`src/rtl/cen_mean_unit.sv`:
```
// Centering mean estimator for the FastICA whitening path.
// Accumulates a block of 2^LOG2_N multichannel samples, then presents the
// per-channel sums and means (floor or round-half-up) with a one-cycle done.
module cen_mean_unit #(
  parameter int unsigned NCH    = 4,
  parameter int unsigned DATA_W = 16,
  parameter int unsigned LOG2_N = 10,
  parameter int unsigned ROUND  = 0
) (
  input  logic                               clk,
  input  logic                               En,
  input  logic                               start,
  input  logic                               in_valid,
  input  logic [NCH*DATA_W-1:0]              x_in,
  output logic                               in_ready,
  output logic                               busy,
  output logic [LOG2_N:0]                    cnt,
  output logic [NCH*(DATA_W+LOG2_N)-1:0]     sum_out,
  output logic [NCH*DATA_W-1:0]              mean_out,
  output logic                               done
);

  localparam int unsigned ACC_W = DATA_W + LOG2_N;
  localparam int unsigned CNT_W = LOG2_N + 1;
  localparam int unsigned SUM_W = NCH * ACC_W;
  localparam int unsigned MW    = NCH * DATA_W;

  // Count value held just before the final sample of a block is accepted.
  localparam logic [CNT_W-1:0] LAST_CNT = CNT_W'((1 << LOG2_N) - 1);
  // Half an LSB of the mean, added before the shift when rounding is enabled.
  localparam logic signed [ACC_W:0] RND =
    (ROUND != 0) ? (ACC_W+1)'(1 << (LOG2_N - 1)) : '0;

  typedef enum logic [1:0] {
    S_IDLE = 2'd0,
    S_ACC  = 2'd1,
    S_DIV  = 2'd2,
    S_DONE = 2'd3
  } state_e;

  state_e                   state_q, state_d;
  logic signed [ACC_W-1:0]  acc_q [NCH];
  logic signed [ACC_W-1:0]  acc_d [NCH];
  logic [CNT_W-1:0]         cnt_q, cnt_d;
  logic [SUM_W-1:0]         sum_q, sum_d;
  logic [MW-1:0]            mean_q, mean_d;
  logic                     done_q, done_d;
  logic                     in_ready_q, in_ready_d;
  logic                     busy_q, busy_d;

  // State and datapath registers with synchronous active-low clear.
  always_ff @(posedge clk) begin
    if (!En) begin
      state_q    <= S_IDLE;
      for (int c = 0; c < int'(NCH); c++) acc_q[c] <= '0;
      cnt_q      <= '0;
      sum_q      <= '0;
      mean_q     <= '0;
      done_q     <= 1'b0;
      in_ready_q <= 1'b0;
      busy_q     <= 1'b0;
    end else begin
      state_q    <= state_d;
      acc_q      <= acc_d;
      cnt_q      <= cnt_d;
      sum_q      <= sum_d;
      mean_q     <= mean_d;
      done_q     <= done_d;
      in_ready_q <= in_ready_d;
      busy_q     <= busy_d;
    end
  end

  // Next-state, accumulation and mean computation.
  always_comb begin
    state_d = state_q;
    acc_d   = acc_q;
    cnt_d   = cnt_q;
    sum_d   = sum_q;
    mean_d  = mean_q;

    unique case (state_q)
      S_IDLE: begin
        if (start) begin
          for (int c = 0; c < int'(NCH); c++) acc_d[c] = '0;
          cnt_d   = '0;
          state_d = S_ACC;
        end
      end
      S_ACC: begin
        if (in_valid) begin
          for (int c = 0; c < int'(NCH); c++) begin
            acc_d[c] = acc_q[c] + $signed({{LOG2_N{x_in[c*DATA_W + DATA_W - 1]}},
                                            x_in[c*DATA_W +: DATA_W]});
          end
          cnt_d = cnt_q + CNT_W'(1);
          if (cnt_q == LAST_CNT) state_d = S_DIV;
        end
      end
      S_DIV: begin
        for (int c = 0; c < int'(NCH); c++) begin
          sum_d[c*ACC_W +: ACC_W]   = acc_q[c];
          // One guard bit keeps the rounding add exact before the shift.
          mean_d[c*DATA_W +: DATA_W] =
            DATA_W'(($signed({acc_q[c][ACC_W-1], acc_q[c]}) + RND) >>> LOG2_N);
        end
        state_d = S_DONE;
      end
      S_DONE: begin
        if (start) begin
          for (int c = 0; c < int'(NCH); c++) acc_d[c] = '0;
          cnt_d   = '0;
          state_d = S_ACC;
        end else begin
          state_d = S_IDLE;
        end
      end
      default: state_d = S_IDLE;
    endcase

    in_ready_d = (state_d == S_ACC);
    busy_d     = (state_d == S_ACC) || (state_d == S_DIV);
    done_d     = (state_d == S_DONE);
  end

  assign in_ready = in_ready_q;
  assign busy     = busy_q;
  assign cnt      = cnt_q;
  assign sum_out  = sum_q;
  assign mean_out = mean_q;
  assign done     = done_q;

endmodule

```
`config.mk`:
```
export PLATFORM = sky130hd
export DESIGN_NAME = cen_mean_unit
export DESIGN_NICKNAME = d
export VERILOG_FILES = /design/src/rtl/cen_mean_unit.sv
export SDC_FILE = /design/constraint.sdc
export NUM_CORES = 1
export LEC_CHECK = 0
export BUFFER_PORTS_ARGS = -buffer_cell sky130_fd_sc_hd__clkbuf_2
export CORE_AREA = 2 2 211 161
export CTS_CLUSTER_DIAMETER = 50
export DETAILED_ROUTE_END_ITERATION = 8
export DIE_AREA = 0 0 213 163
export PLACE_DENSITY = 0.61
export REMOVE_ABC_BUFFERS = 1
export SETUP_SLACK_MARGIN = 0.3
export SKIP_CTS_REPAIR_TIMING = 1
export SLEW_MARGIN = 15
export SYNTH_ARGS = -nofsm -noshare
export SYNTH_HDL_FRONTEND = slang
export SYNTH_SLANG_ARGS = --single-unit
```
`constraint.sdc`:
```
create_clock -name clk -period 4.2 [get_ports clk]
set_input_delay 0.84 -clock clk [delete_from_list [all_inputs] [get_ports clk]]
set_output_delay 0.84 -clock clk [all_outputs]
set_load 0.01 [all_outputs]
```
### After elaboration in Yosys (flattened, before gate mapping)

Cells that the tools add are included.
W data, S select, Z words.

| storage, ports and cells | value |
|---|---|
| register bits | 288 |
| output and inout bits | 182 |
| word-level logic and storage cells | 41 |
| input port bits | 68 |

| operators by class | value |
|---|---|
| multiplexer cells | 11 |
| add/subtract/negate cells | 5 |
| equality and inequality tests | 9 |
| reductions and logical operators | 5 |

Operators by type and width:

| cell | number |
|---|---|
| $mux W104 | 2 |
| $pmux W104 S2 | 1 |
| $add A26 B16 Y26 | 4 |
| $mux W11 | 2 |
| $pmux W11 S2 | 1 |
| $add A11 B1 Y11 const B | 1 |
| $eq A11 B10 Y1 const B | 1 |
| $eq A2 B2 Y1 const B | 4 |
| $pmux W2 S4 | 1 |
| $mux W2 | 3 |
| $eq A2 B1 Y1 const B | 2 |
| $reduce_and A3 Y1 | 1 |
| $logic_not A2 Y1 | 1 |
| $ne A2 B1 Y1 const B | 1 |
| $ne A2 B2 Y1 const B | 1 |
| $reduce_bool A2 Y1 | 1 |
| $reduce_or A2 Y1 | 1 |
| $logic_or A1 B1 Y1 | 1 |
| $mux W1 | 1 |

### Longest topological paths before layout

| depth | value |
|---|---|
| depth after elaboration | 6 |
| mapped depth | 12 |
| mapped depth without buffers | 12 |

### Worst setup path before layout

No wires, ideal clock.

| path | value |
|---|---|
| path type | input port to flip-flop |
| from | input port x_in[48] |
| to | register acc_q[24] (netlist name) |
| required time | 4.072 ns |
| arrival | 3.171 ns |
| setup time | 0.128 ns |
| buffers on the path | 0 |
| path slack | 0.901 ns |
| cell stages on the path | 11 |
| path through | ha_1 > fa_1 > a211oi_1 > nor2_1 > o31ai_1 > o31ai_1 > o21ai_2 > o211ai_1 > a221oi_1 > xor2_1 > o21ai_0 |

| on the way | value |
|---|---|
| word-level cells in the longest chain between the ends | 3 |

Ends and longest elaborated chain:

| item | RTL line | RTL |
|---|---|---|
| start: declaration | 14 | `input logic [NCH*DATA_W-1:0] x_in,` |
| $add A26 B16 Y26 | 93 | `acc_d[c] = acc_q[c] + $signed({{LOG2_N{x_in[c*DATA_W + DATA_W - 1]}},` |
| $mux W104 | 91 | `if (in_valid) begin` |
| $pmux W104 S2 | 82 | `unique case (state_q)` |
| end signal: assignment | 64 | `acc_q <= acc_d;` |
| end: declaration | 42 | `logic signed [ACC_W-1:0] acc_q [NCH];` |

No other way between the ends. The select of a mux whose other input is x is not followed.
A chain may end at the register's enable or synchronous reset.

### Worst setup path after layout

| path | value |
|---|---|
| from | input port x_in[32] |
| to | register acc_q[50] (netlist name) |

Same word-level chain as after synthesis.

==> results by group <==
Critical path
  – Worst setup EP type: flip-flop
  – End of the worst register-to-register path: acc_q[50]
  – CP startpoint kind: primary input
  – WP data required: ~4600 ps
  – R2r setup slk: slightly below 900 ps
  – R2R cell count: 11
  – Crit Path Category: primary input to flip-flop
  – Reg2reg start: acc_q[26]
  – Worst Setup EP: acc_q[50]
  – CP startpoint: x_in[32]
  – Crit path DAT: between 3000 and 4000 ps
  – Worst Path Max Fanout: 5

Place
  – Detailed placement HPWL: between 20,000 and 25,000 um
  – PortBufs: between 200 and 250
  – Post-DP Area: 14,100 um2
  – Inst Count DP: 2,071
  – Gpl congestion: around 0.88

Floorplan
  – Initial Util: 0.393
  – Die height: approximately 160 um
  – Die Span X: about 210 um
  – Num ports: 250
  – Core footprint: roughly 33,000 um2
  – Full die area: about 35,000 um2
  – Std cell rows: 58

GRT
  – Overflow after GRT: 0
  – Largest net degree at the start of global routing: 91
  – First-pass GRT wire length: around 53,000 um
  – Antenna violations before repair: 2
  – Gr usage total: 0.188
  – Vias in the first global route: 10,100

Pwr
  – Power per cell area: 371 nW/um2
  – Peak VDD IR: around 0.26 mV
  – Pleak: between 6 and 7 nW

Yosys
  – Distinct cells, synth: 78
  – Fraction of registers with async set/reset: 0
  – Register area share after synthesis: 0.347
  – Synth Area in Adders: 0.110
  – Simple-gate share of the synthesized area: 0.152
  – Cells after Synth: between 1,000 and 1,500
  – Post-synth EDFFs: 0
  – Synth Cell Area: roughly 13,000 um2
  – Largest family of logic cells by synthesized area: compound AO/OA/AOI/OAI gates
  – Multiplexer share of the synthesized area: 0.0845
  – Synth Flop Type: dfxtp_1
  – Synth warnings: 0
  – Seq cells post-synth: roughly 220
  – Compound-Gate Fraction of Synth Area: 0.185
  – Synth Area per Inst: a little under 9 um2
  – Xor/xnor share of the synthesized area: 0.0584

CTS
  – Later-pin clock latency in the skew report: 550 ps
  – Clock-pin slew on the worst setup and hold paths: approximately 50 ps
  – CTS H-tree depth: 1
  – Clock tree buffer depth: 3
  – Root buf cell: clkbuf_16
  – CTS tree: done
  – CTS Sinks: 224
  – Num CTS Buffers: 29

Detailed routing
  – Metal3 WL: 1860 um
  – DRT iter0 DRCs: between 400 and 500
  – Met1 wire length: 15,900 um
  – Max Used Layer: met4
  – Routed len/inst: between 15 and 20 um
  – DR pass1 iterations: 5
  – WL met2: roughly 14,000 um
  – Routed WL: approximately 33,000 um
  – Routed via count: 11,000
  – Vias per cell: about 5.2
  – Post-route DRC: 0
  – Routed Antenna Nets: 0

Min path
  – Type of the most critical hold path: flip-flop to flip-flop

STA
  – Fmax: 297 MHz
  – Max-slew violation count: 0
  – Tmin final: approximately 3400 ps
  – Final period util: 0.801
  – Slew HR: 0.336
  – RSZ-0062 raised after global routing: false
  – Worst Skew: 9.63 ps
  – Final setup violation count: 0
  – Hold Slack: between 400 and 500 ps
  – Final hold viol count: 0
  – Worst Tran Pin Value: ~1000 ps

Final layout
  – Commonest non-fill, non-tap cells in the layout: clkbuf_2, dfxtp_1, nor2_1
  – Layout cell share with drive strength beyond 1: 0.204
  – Fin area: between 15,000 and 20,000 um2
  – Final nets: ~1,800
  – Leading cell type in the layout, fill and taps excluded: clkbuf_2
  – Fill count: 3,221
  – Fin cells: 2,121
  – Area Overhead vs Synth: 16.8%

Status
  – Status: complete, no violations

Run
  – Max_cap viols: 0
==> registers in the layout (all words and copies together) (netlist names) <==
register and count:
acc_q 104, sum_out 104, cnt 11, state_q 2, busy 1, done 1
in_ready 1
==> worst max-delay path, stage by stage <==
cell       delay (ps)
clkbuf_2           80
ha_1              230
fa_1              430
a211o_1           320
a21oi_1           200
a21oi_1           140
a21oi_1           360
a2bb2oi_1         490
o21ai_0           240
a21oi_1           220
xor2_1            150
o21ai_0            80
==> metrics by stage <==
stage | total power, mW | TNS (ps) | utilization | setup WS, ps
2_1_floorplan | 2.94 | -97370 | - | -1100
3_3_place_gp | 3.19 | 0 | 0.430 | 324
3_5_place_dp | 3.20 | 0 | 0.430 | 295
4_1_cts | 5.64 | 0 | 0.458 | 863
5_1_grt | 5.86 | 0 | 0.458 | 607
6_report | 5.59 | 0 | 0.458 | 834
==> synth_stat cells, types with 10 or more instances <==
cell type	n	area share
nand2_1	110	0.032
nand4_1	10	0.0048
nor3_1	11	0.0043
nor2_1	192	0.056
buf_4	64	0.037
nand3_1	42	0.016
a21oi_1	103	0.040
clkbuf_1	51	0.015
o21ai_0	89	0.035
a21o_1	48	0.028
dfxtp_1	224	0.35
and3_1	13	0.0063
xor2_1	45	0.031
o21bai_1	11	0.0064
o21a_1	13	0.0076
xnor2_1	41	0.028
mux2i_1	109	0.085
inv_1	27	0.0079
ha_1	107	0.10
a22oi_1	23	0.013
==> cells by family (layout without fill, tap and decap cells) <==
| logic type | Yosys count | in the layout |
|---|---|---|
| other | 0 | 1 |
| AOI/OAI and AO/OA | 366 | 366 |
| muxes | 109 | 109 |
| and+or+nand+nor | 436 | 436 |
| xor gates and xnor gates | 86 | 86 |
| adders and majority gates | 111 | 111 |
| DFF | 224 | 224 |
| buffers and inverters | 152 | 338 |
==> worst min-delay path by stage <==
stage	from	end	depth (start not counted)
global route	acc_q[63]	acc_q[63]	2
detailed placement	acc_q[0]	acc_q[0]	2
finish	acc_q[54]	acc_q[54]	2
global placement	acc_q[26]	acc_q[26]	2
floorplan	acc_q[102]	acc_q[102]	2
CTS	acc_q[0]	acc_q[0]	2
==> report_power, final <==
group          switching (mW)  internal [mW]  leakage (nW)
clock                   0.984           1.44         0.446
combinational           0.532          0.365          4.38
sequential             0.0640           2.20          1.81
==> area by class of cell <==
class | count | area [um2] | share of cell area
multi-input combinational | 1108 | 7630 | 0.507
clock buffer | 36 | 782 | 0.0519
antenna | 1 | 2.50 | 0.000166
tap | 450 | 563 | 0.0374
clock inverter | 13 | 141 | 0.00938
timing repair buffer | 262 | 1360 | 0.0900
sequential | 224 | 4480 | 0.298
inverter | 27 | 106 | 0.00706
==> per-layer routing <==
metal,track usage,up-vias
met1,0.260,5113
met3,0.0303,50
met4,0.0547,0
met2,0.302,264
li1,-,5571
met5,0,-
Power figures use the tool's default switching activity.
